## config.mk

```make
export PLATFORM = sky130hd
export DESIGN_NAME = ysyx_220053_ifu_queue_flat
export DESIGN_NICKNAME = d
export VERILOG_FILES = /design/src/rtl/ysyx_220053_ifu_queue_if.sv /design/src/rtl/ysyx_220053_ifu_queue.sv /design/src/flat_wrapper.sv
export SDC_FILE = /design/constraint.sdc
export NUM_CORES = 1
export LEC_CHECK = 0
export BUFFER_PORTS_ARGS = -buffer_cell sky130_fd_sc_hd__buf_4
export CORE_UTILIZATION = 40
export CTS_BUF_LIST = sky130_fd_sc_hd__clkbuf_8
export DETAILED_ROUTE_END_ITERATION = 7
export GPL_ROUTABILITY_DRIVEN = 0
export SLEW_MARGIN = 40
export SYNTH_ARGS = -nofsm -noshare
export SYNTH_HDL_FRONTEND = slang
export SYNTH_SLANG_ARGS = --single-unit
```

## constraint.sdc

```tcl
create_clock -name clk -period 5.7 [get_ports clk]
set_input_delay 0.855 -clock clk [delete_from_list [all_inputs] [get_ports clk]]
set_output_delay 0.855 -clock clk [all_outputs]
set_load 0.02 [all_outputs]
```

## src/rtl/ysyx_220053_ifu_queue_if.sv

```systemverilog
// Fetch-side bundle of the IFU queue: memory request/response, redirect and instruction output.
// The master modport is the IFU itself; slave is its environment (memory, pipeline).
interface ysyx_220053_ifu_queue_if #(
    parameter int unsigned XLEN = 64
);
    logic            req_valid;
    logic            req_ready;
    logic [XLEN-1:0] req_addr;
    logic            resp_valid;
    logic [31:0]     resp_data;
    logic            resp_err;
    logic            redirect_valid;
    logic [XLEN-1:0] redirect_pc;
    logic            inst_valid;
    logic            inst_ready;
    logic [XLEN-1:0] inst_pc;
    logic [31:0]     inst_data;
    logic            inst_err;

    modport master (
        output req_valid, req_addr, inst_valid, inst_pc, inst_data, inst_err,
        input  req_ready, resp_valid, resp_data, resp_err, redirect_valid, redirect_pc,
               inst_ready
    );

    modport slave (
        input  req_valid, req_addr, inst_valid, inst_pc, inst_data, inst_err,
        output req_ready, resp_valid, resp_data, resp_err, redirect_valid, redirect_pc,
               inst_ready
    );
endinterface

```

## src/rtl/ysyx_220053_ifu_queue.sv

```systemverilog
// Instruction fetch unit with one outstanding memory request and a small fetch queue.
// Redirects flush the queue and kill any response still owed to the old stream.
module ysyx_220053_ifu_queue #(
    parameter int unsigned     XLEN     = 64,
    parameter logic [XLEN-1:0] RESET_PC = XLEN'('h8000_0000),
    parameter int unsigned     FQ_DEPTH = 4
) (
    input logic                      clk,
    input logic                      rst,
    ysyx_220053_ifu_queue_if.master  ifu
);
    localparam int unsigned PtrW = $clog2(FQ_DEPTH);
    localparam int unsigned CntW = $clog2(FQ_DEPTH + 1);
    localparam logic [CntW-1:0] DepthCnt = CntW'(FQ_DEPTH);

    localparam logic [1:0] FETCH = 2'd0;
    localparam logic [1:0] WAIT  = 2'd1;
    localparam logic [1:0] HALT  = 2'd2;

    logic [1:0]      state_q, state_d;
    logic [XLEN-1:0] fetch_pc_q, fetch_pc_d;
    logic [XLEN-1:0] req_pc_q, req_pc_d;
    logic            kill_q, kill_d;
    logic [PtrW-1:0] head_q, head_d;
    logic [PtrW-1:0] tail_q, tail_d;
    logic [CntW-1:0] cnt_q, cnt_d;

    logic [XLEN-1:0] fq_pc   [FQ_DEPTH];
    logic [31:0]     fq_data [FQ_DEPTH];
    logic            fq_err  [FQ_DEPTH];

    logic req_fire;
    logic resp_in;
    logic push;
    logic pop;

    // In FETCH nothing is in flight, so the occupancy bound reduces to the queue count.
    assign ifu.req_valid  = !rst && (state_q == FETCH) && (cnt_q < DepthCnt);
    assign ifu.req_addr   = fetch_pc_q;
    assign ifu.inst_valid = (cnt_q != '0);
    assign ifu.inst_pc    = fq_pc[head_q];
    assign ifu.inst_data  = fq_data[head_q];
    assign ifu.inst_err   = fq_err[head_q];

    assign req_fire = ifu.req_valid && ifu.req_ready;
    assign resp_in  = (state_q == WAIT) && ifu.resp_valid;
    assign push     = resp_in && !kill_q && !ifu.redirect_valid;
    assign pop      = ifu.inst_valid && ifu.inst_ready;

    always_comb begin
        state_d    = state_q;
        fetch_pc_d = fetch_pc_q;
        req_pc_d   = req_pc_q;
        kill_d     = kill_q;

        case (state_q)
            FETCH: begin
                if (req_fire) begin
                    fetch_pc_d = fetch_pc_q + XLEN'(4);
                    req_pc_d   = fetch_pc_q;
                    state_d    = WAIT;
                end
            end
            WAIT: begin
                if (ifu.resp_valid) begin
                    kill_d  = 1'b0;
                    state_d = (kill_q || !ifu.resp_err) ? FETCH : HALT;
                end
            end
            HALT: begin
                state_d = HALT;
            end
            default: begin
                state_d = FETCH;
            end
        endcase

        // A redirect wins over everything; it only has to remember whether an old
        // request is still owed a response that must be thrown away.
        if (ifu.redirect_valid) begin
            fetch_pc_d = {ifu.redirect_pc[XLEN-1:2], 2'b00};
            kill_d     = req_fire || ((state_q == WAIT) && !ifu.resp_valid);
            state_d    = kill_d ? WAIT : FETCH;
        end
    end

    always_comb begin
        head_d = head_q;
        tail_d = tail_q;
        cnt_d  = cnt_q;
        if (ifu.redirect_valid) begin
            head_d = '0;
            tail_d = '0;
            cnt_d  = '0;
        end else begin
            if (push) begin
                tail_d = tail_q + PtrW'(1);
            end
            if (pop) begin
                head_d = head_q + PtrW'(1);
            end
            if (push && !pop) begin
                cnt_d = cnt_q + CntW'(1);
            end else if (pop && !push) begin
                cnt_d = cnt_q - CntW'(1);
            end
        end
    end

    always_ff @(posedge clk or posedge rst) begin
        if (rst) begin
            state_q    <= FETCH;
            fetch_pc_q <= RESET_PC;
            req_pc_q   <= RESET_PC;
            kill_q     <= 1'b0;
            head_q     <= '0;
            tail_q     <= '0;
            cnt_q      <= '0;
        end else begin
            state_q    <= state_d;
            fetch_pc_q <= fetch_pc_d;
            req_pc_q   <= req_pc_d;
            kill_q     <= kill_d;
            head_q     <= head_d;
            tail_q     <= tail_d;
            cnt_q      <= cnt_d;
        end
    end

    // Storage needs no reset: an entry is only visible once cnt_q covers it.
    always_ff @(posedge clk) begin
        if (push) begin
            fq_pc[tail_q]   <= req_pc_q;
            fq_data[tail_q] <= ifu.resp_data;
            fq_err[tail_q]  <= ifu.resp_err;
        end
    end
endmodule

```

## src/flat_wrapper.sv

```systemverilog
// flat-port wrapper written by rule: the top's interface ports become plain ports
module ysyx_220053_ifu_queue_flat 
#(
    parameter int unsigned     XLEN     = 64,
    parameter logic [XLEN-1:0] RESET_PC = XLEN'('h8000_0000),
    parameter int unsigned     FQ_DEPTH = 4
)
  (clk, rst, ifu_req_valid, ifu_req_addr, ifu_inst_valid, ifu_inst_pc, ifu_inst_data, ifu_inst_err, ifu_req_ready, ifu_resp_valid, ifu_resp_data, ifu_resp_err, ifu_redirect_valid, ifu_redirect_pc, ifu_inst_ready);
  ysyx_220053_ifu_queue_if #(.XLEN(XLEN)) ifu_i ();
  input logic clk;
  input logic rst;
  output wire logic [$bits(ifu_i.req_valid)-1:0] ifu_req_valid;
  output wire logic [$bits(ifu_i.req_addr)-1:0] ifu_req_addr;
  output wire logic [$bits(ifu_i.inst_valid)-1:0] ifu_inst_valid;
  output wire logic [$bits(ifu_i.inst_pc)-1:0] ifu_inst_pc;
  output wire logic [$bits(ifu_i.inst_data)-1:0] ifu_inst_data;
  output wire logic [$bits(ifu_i.inst_err)-1:0] ifu_inst_err;
  input wire logic [$bits(ifu_i.req_ready)-1:0] ifu_req_ready;
  input wire logic [$bits(ifu_i.resp_valid)-1:0] ifu_resp_valid;
  input wire logic [$bits(ifu_i.resp_data)-1:0] ifu_resp_data;
  input wire logic [$bits(ifu_i.resp_err)-1:0] ifu_resp_err;
  input wire logic [$bits(ifu_i.redirect_valid)-1:0] ifu_redirect_valid;
  input wire logic [$bits(ifu_i.redirect_pc)-1:0] ifu_redirect_pc;
  input wire logic [$bits(ifu_i.inst_ready)-1:0] ifu_inst_ready;
  assign ifu_req_valid = ifu_i.req_valid;
  assign ifu_req_addr = ifu_i.req_addr;
  assign ifu_inst_valid = ifu_i.inst_valid;
  assign ifu_inst_pc = ifu_i.inst_pc;
  assign ifu_inst_data = ifu_i.inst_data;
  assign ifu_inst_err = ifu_i.inst_err;
  assign ifu_i.req_ready = ifu_req_ready;
  assign ifu_i.resp_valid = ifu_resp_valid;
  assign ifu_i.resp_data = ifu_resp_data;
  assign ifu_i.resp_err = ifu_resp_err;
  assign ifu_i.redirect_valid = ifu_redirect_valid;
  assign ifu_i.redirect_pc = ifu_redirect_pc;
  assign ifu_i.inst_ready = ifu_inst_ready;
  ysyx_220053_ifu_queue #(.XLEN(XLEN), .RESET_PC(RESET_PC), .FQ_DEPTH(FQ_DEPTH)) u_core (.clk(clk), .rst(rst), .ifu(ifu_i));
endmodule
```

==> out/results.tsv, run 1 <==
metric	value	unit
Slew Limit Fails	0	
first-pass GRT wire length	69700	um
Synth top cells by count	edfxtp_1, dfrtp_1, mux4_2	
GRT Overall Usage	18.3	%
Mapped Area	20200	um^2
area delta synth->final	22.1	%
Most common cell on crit path	buf_4	
GR peak layer	met2	
Yosys reg bits	514	
main area contributors after synthesis	edfxtp_1, dfrtp_1, mux4_2	
# port buffers	259	
share of cells above drive strength 1	37.6	%
Worst Clk Skew	23.2	ps
kind of cell adding the most delay to the critical path	flip-flops	
setup slack on the worst flop-to-flop path	2280	ps
R2R cell count	6	
Starting Density	40.9	%
Syn Area/Cell	18.1	um^2
Root Buffer	clkbuf_8	
DRC	0	
Hold Buf Count CTS	0	
fin worst setup slack	1940	ps
Die H	227	um
GR Overflow Total	0	
Final Hold Vio Count	0	
Achievable Freq	266	MHz
cells after synthesis	1116	
Row Count	81	
CP required	4850	ps
RSZ-0062 raised after global routing	no	
Top FF cell, synth	edfxtp_1	
initial DRC count	806	
Core Area	49400	um^2
largest net degree at the start of global routing	83	
EDFF count, synth	380	
PostCTS Resize Cnt	0	
Worst EP arrival	2900	ps
first-pass iteration count of the detailed router	5	
number of global-route vias before repair	11600	
worst path cell trace	buf_4, mux4_2, buf_4	
total CTS buffers	86	
reg2reg start	u_core.ifu.req_addr[3]$_DFFE_PP0P_	
H-tree levels	3	
period utilisation layout	65.9	%
wire length per cell	21.4	um
register area share after synthesis	73.2	%
most common cell in the netlist	edfxtp_1	
Tightest Pin Transition	821	ps
Die Area	51300	um^2
peak supply drop	208	uV
Crit Path Category	flop to output port	
Reg-to-Reg End	u_core.ifu.req_addr[60]$_DFFE_PP0P_	
max-cap viol count	0	
final setup fails	0	
PwrDens	407	nW/um^2
CP startpoint kind	flop	
post-route ant nets	0	
Worst path max stage delay	900	ps
hpwl dp	28500	um
ys async rst share	26.1	%
M2 GR Usage	29.1	%
die width	227	um
clock slew at reported path FFs	60	ps
antenna violations before repair	0	
CP bufs+invs	2	
via/cell ratio	5.24	
nets@finish	1545	
status	finished clean	
Worst setup EP type	output port	
Critical-path top delay cell	dfrtp_4	
met3 usage	4.20	%
TNS Setup	0	ps
GRT met1 Usage	24.4	%
headroom to the max-slew limit	45.3	%
later-pin clock latency in the skew report	650	ps
via count	11400	
n_diodes	0	
worst slack, placed	2270	ps
io pins	266	
peak fanout along the critical path	33	
DRT Wirelength	46600	um
Synth area leader	edfxtp_1	
static leakage	8.86	nW
Synthesis Warnings	0	
Synth top area share	56.6	%
Post-CTS Setup Bufs	0	
CTS Sinks	514	
Hold Crit Class	input pin to asynchronous set/reset pin	
Tmin final	3760	ps
Clock Tree Buf Depth	3	
Distinct cells, synth	43	
CTS tree	built	
[power breakdown]
part	switching (mW)	internal [mW]	leakage (nW)	total, mW
clock	1.46	1.55	0.957	3.01
combinational	0.945	0.961	2.89	1.91
sequential	0.458	4.64	5.01	5.10
total	2.86	7.15	8.86	10.0
[layout by cell type (no fill, tap or decap), types with 25 or more instances in the layout]
master | Yosys | final
inv_1 | 10 | 48
nand4_1 | 26 | 26
o21ai_0 | 55 | 55
mux4_2 | 95 | 95
nand2_1 | 66 | 65
mux2_2 | 62 | 62
a31oi_1 | 25 | 25
edfxtp_1 | 380 | 380
dfrtp_1 | 132 | 130
xor2_1 | 25 | 25
buf_4 | 5 | 277
nor2_1 | 41 | 41
clkbuf_8 | 0 | 89
[cell families after synthesis]
logic type | after synthesis | synth area share, %
AOI/OAI and AO/OA | 95 | 2.67
xor gates and xnor gates | 41 | 1.78
adders and majority gates | 6 | 0.409
buffers and inverters | 66 | 1.40
DFF | 514 | 73.2
muxes | 158 | 14.1
other | 1 | 0.0186
and+or+nand+nor | 235 | 6.41
[sequential cells by signal, indices dropped and copies added (netlist names)]
register / count
u_core.fq_pc: 248
u_core.fq_data: 128
u_core.ifu.req_addr: 62
u_core.req_pc_q: 62
u_core.fq_err: 4
u_core.cnt_q: 3
u_core.head_q: 2
u_core.state_q: 2
u_core.tail_q: 2
u_core.kill_q: 1
[how the worst max path moves through the flow]
stage,from,end,depth (start not counted)
after floorplan,rst,u_core.cnt_q[0]$_DFFE_PP0P_,1
after global placement,ifu_redirect_valid,u_core.fq_data[2][17]$_DFFE_PP_,5
after detailed placement,rst,u_core.ifu.req_addr[53]$_DFFE_PP0P_,6
after CTS,u_core.head_q[0]$_DFFE_PP0P_,ifu_inst_pc[29],3
after global routing,u_core.head_q[0]$_DFFE_PP0P_,ifu_inst_pc[49],3
final,u_core.head_q[0]$_DFFE_PP0P_,ifu_inst_pc[49],3
[metrics by stage]
| stage | std cells | hold WS (ps) | utilization (%) | area, um^2 | total power [mW] |
|---|---|---|---|---|---|
| 5_1_grt | 2172 | 324 | 49.9 | 24600 | 10.5 |
| 2_1_floorplan | 1119 | 471 | - | 20200 | 6.26 |
| 3_5_place_dp | 2011 | 499 | 46.6 | 23000 | 7.12 |
| 4_1_cts | 2171 | 284 | 49.9 | 24600 | 10.2 |
| 6_report | 2172 | 300 | 49.9 | 24600 | 10.0 |
| 3_3_place_gp | 2006 | 486 | 46.4 | 22900 | 7.06 |
[final cells by class]
class                           instances  area [um^2]
Clock buffer                           89         1220
Clock inverter                         71          364
Fill cell                            4162        24700
Inverter                               10         45.0
Multi-Input combinational cell        539         5160
Sequential cell                       514        14800
Tap cell                              664          831
Timing Repair Buffer                  285         2230
[per-layer routing]
layer  share of wire, %  wire length (um)
met5                  0                 0
met4                2.6              1200
met3                5.4              2500
met2                 48             22500
met1                 44             20400
No activity file was read; power rests on OpenSTA's default activity.
==> run 2: changes to the inputs <==
--- a/config.mk
+++ b/config.mk
@@ -5,6 +5,7 @@
 export SDC_FILE = /design/constraint.sdc
 export NUM_CORES = 1
 export LEC_CHECK = 0
+export ABC_AREA = 1
 export BUFFER_PORTS_ARGS = -buffer_cell sky130_fd_sc_hd__buf_4
 export CORE_UTILIZATION = 40
 export CTS_BUF_LIST = sky130_fd_sc_hd__clkbuf_8
==> constraint.sdc (replaced) <==
create_clock -name clk -period 3.5 [get_ports clk]
set_input_delay 0.525 -clock clk [delete_from_list [all_inputs] [get_ports clk]]
set_output_delay 0.525 -clock clk [all_outputs]
set_load 0.02 [all_outputs]
==> out/results.tsv, run 2 <==
metric	value	unit	change
hpwl dp	37900	um	+33%
final setup fails	0		unchanged
status	finished with violations		
area delta synth->final	20.5	%	
H-tree levels	3		unchanged
P_sw	5.76	mW	+100%
via count	15700		+38%
Worst path max stage delay	720	ps	-180 ps
most common cell in the netlist	edfxtp_1		
CP required	2970	ps	-1880 ps
Post-CTS Setup Bufs	0		unchanged
Tmin final	3140	ps	
PwrDens	666	nW/um^2	+64%
via/cell ratio	5.15		-1.6%
DRT Wirelength	58200	um	+25%
Distinct cells, synth	36		-16%
period utilisation layout	89.8	%	
Synth top cells by count	edfxtp_1, nand2_1, nor2_1		
wire length per cell	19.1	um	-11%
WHS Endpoint	u_core.fq_data[0][8]$_DFFE_PP_		
Tightest Pin Transition	725	ps	-95.9 ps
first-pass GRT wire length	87000	um	+25%
total CTS buffers	86		unchanged
max-cap viol count	0		unchanged
Root Buffer	clkbuf_8		
Final Cell Area	26000	um^2	+5.5%
CTS Sinks	514		unchanged
R2R cell count	6		unchanged
register area share after synthesis	68.5	%	-4.7 points
Critical-path top delay cell	dfrtp_4		
CTS tree	built		
Pwr Total	17.3	mW	+73%
peak supply drop	261	uV	+25%
DRC	24		+24
peak fanout along the critical path	56		+70%
Worst setup EP type	output port		
Clk pwr share	28.6	%	-1.4 points
first-pass iteration count of the detailed router	8		+3
Largest regs	u_core.fq_pc x248, u_core.fq_data x128		
Starting Density	40.8	%	-0.093 points
FF+latch area	14800	um^2	about the same
GRT Overall Usage	21.1	%	+2.8 points
post-route ant nets	0		unchanged
Synthesis Warnings	0		unchanged
static leakage	10.3	nW	+16%
EDFF count, synth	380		unchanged
CP bufs+invs	3		+1
fillcell total	4853		+17%
multi-input logic area	5900	um^2	+14%
Synth area leader	edfxtp_1		
io pins	266		unchanged
Die Area	54800	um^2	+6.8%
ys async rst share	26.1	%	unchanged
Comb power frac	22.6	%	+3.6 points
Worst Clk Skew	20.4	ps	-2.86 ps
TNS Setup	0	ps	unchanged
commonest non-fill, non-tap cell in the layout	edfxtp_1		
Hold Crit Class	input pin to flop		
hold-critical path depth	1		
cells after synthesis	2008		+80%
clock slew at reported path FFs	60	ps	about the same
max reg flops	248		unchanged
placed cell count	2887		+44%
Yosys reg bits	514		unchanged
Final Hold Vio Count	0		unchanged
non-filler instance count after layout	3046		+40%
Area after DPL	24400	um^2	+5.8%
Reg power frac	48.9	%	-2.0 points
Mapped Area	21600	um^2	+6.9%
RSZ-0062 raised after global routing	no		
Die H	234	um	+3.3%
Row Count	84		+3.7%
internal power	11.5	mW	+61%
CP startpoint kind	flop		
Most common cell on crit path	buf_4		
Achievable Freq	318	MHz	
antenna violations before repair	0		unchanged
main area contributors after synthesis	edfxtp_1, dfrtp_1, o21ai_0		
Clock Tree Buf Depth	3		unchanged
number of global-route vias before repair	15000		+30%
# port buffers	259		unchanged
initial DRC count	1345		+67%
share of cells above drive strength 1	18.3	%	-19 points
Core Area	52900	um^2	+7.1%
worst path cell trace	inv_4, buf_4, o21ai_0, o22ai_1, buf_4		
fin util	49.1	%	-0.77 points
later-pin clock latency in the skew report	650	ps	about the same
commonest non-fill, non-tap cells in the layout	edfxtp_1, nand2_1, nor2_1		
headroom to the max-slew limit	51.7	%	+6.4 points
nets@finish	2397		+55%
Top FF cell, synth	edfxtp_1		
largest net degree at the start of global routing	96		+16%
reg2reg start	u_core.state_q[1]$_DFFE_PP0P_		
kind of cell adding the most delay to the critical path	buffers and inverters		
setup slack on the worst flop-to-flop path	1300	ps	-980 ps
largest register by flop count	u_core.fq_pc		
Slew Limit Fails	0		unchanged
failing checks	DRC		
Reg-to-Reg End	u_core.fq_pc[0][50]$_DFFE_PP_		
Crit Path Category	flop to output port		
Syn Area/Cell	10.7	um^2	-41%
GR Overflow Total	0		unchanged
Worst EP arrival	2620	ps	-280 ps
hold path startpoint	ifu_resp_data[8]		
Synth top area share	52.9	%	-3.6 points
switching fraction of total power	33.3	%	+4.7 points
die width	234	um	+3.3%
[run 2: cell count changes after synthesis, sizes merged, moves of 32 or more]
cell | previous run | this run
clkbuf | 36 | 68
inv | 10 | 140
mux2 | 62 | 0
mux4 | 95 | 0
nand2 | 66 | 373
nand3 | 22 | 80
nor2 | 41 | 322
o21ai | 55 | 319
o22ai | 1 | 96
[run 2: power groups by stage]
stage	Clock, mW	Sequential [mW]	Combinational [mW]
after floorplan	0	8.22	2.23
final	4.95	8.46	3.90
after CTS	5.08	8.43	3.96
after global routing	5.35	8.54	4.29
after global placement	0	8.48	3.88
after detailed placement	0	8.55	3.95
[run 2: worst max path at each step]
stage,startpoint,endpoint,slack [ps],cells past startpoint
global route,u_core.head_q[0]$_DFFE_PP0P_,ifu_inst_pc[15],200,5
global placement,u_core.head_q[0]$_DFFE_PP0P_,ifu_inst_pc[18],980,5
detailed placement,u_core.head_q[0]$_DFFE_PP0P_,ifu_inst_pc[15],950,5
CTS,u_core.head_q[0]$_DFFE_PP0P_,ifu_inst_pc[15],240,5
finish,u_core.head_q[0]$_DFFE_PP0P_,ifu_inst_pc[15],360,5
floorplan,ifu_resp_valid,u_core.fq_data[0][0]$_DFFE_PP_,-360,4
[run 2: repair_timing]
action,4_1_cts,5_1_grt
resized for setup,0,0
hold buffers,1,0
endpoints found under the hold margin,16,0
[run 2: layer usage]
layer	track usage (%)	vias up	routed length, um
met5	0	-	0
met4	8.32	0	1610
met3	3.83	83	3750
met2	32.5	522	26700
met1	29.7	7599	26100
li1	-	7498	-
[run 2: cells by family (layout without fill, tap and decap cells)]
| logic type | count (synthesis) | count (layout) | share of synthesized area [%] |
|---|---|---|---|
| compound gates | 448 | 448 | 11.3 |
| other cells | 1 | 5 | 0.0174 |
| simple gates | 782 | 782 | 14.6 |
| flops | 514 | 514 | 68.5 |
| fa+ha+maj | 6 | 6 | 0.383 |
| buf+inv | 237 | 583 | 4.34 |
| xor+xnor | 20 | 20 | 0.813 |
[run 2: area by class of cell]
cell class | instances | share of cell area [%]
diodes | 1 | 0.00963
clock buffers | 93 | 4.93
clock inverters | 64 | 1.27
inverters | 140 | 2.05
multi-input cells | 1260 | 22.7
flip-flops and latches | 514 | 56.9
well taps | 688 | 3.31
repair buffers | 286 | 8.85
[run 2: metrics by stage]
stage / hold slack [ps] / setup slack (ps)
final: 81.7 / 356
after global routing: 34.1 / 199
after CTS: 6.61 / 237
after detailed placement: 491 / 952
after global placement: 490 / 981
after floorplan: 471 / -359
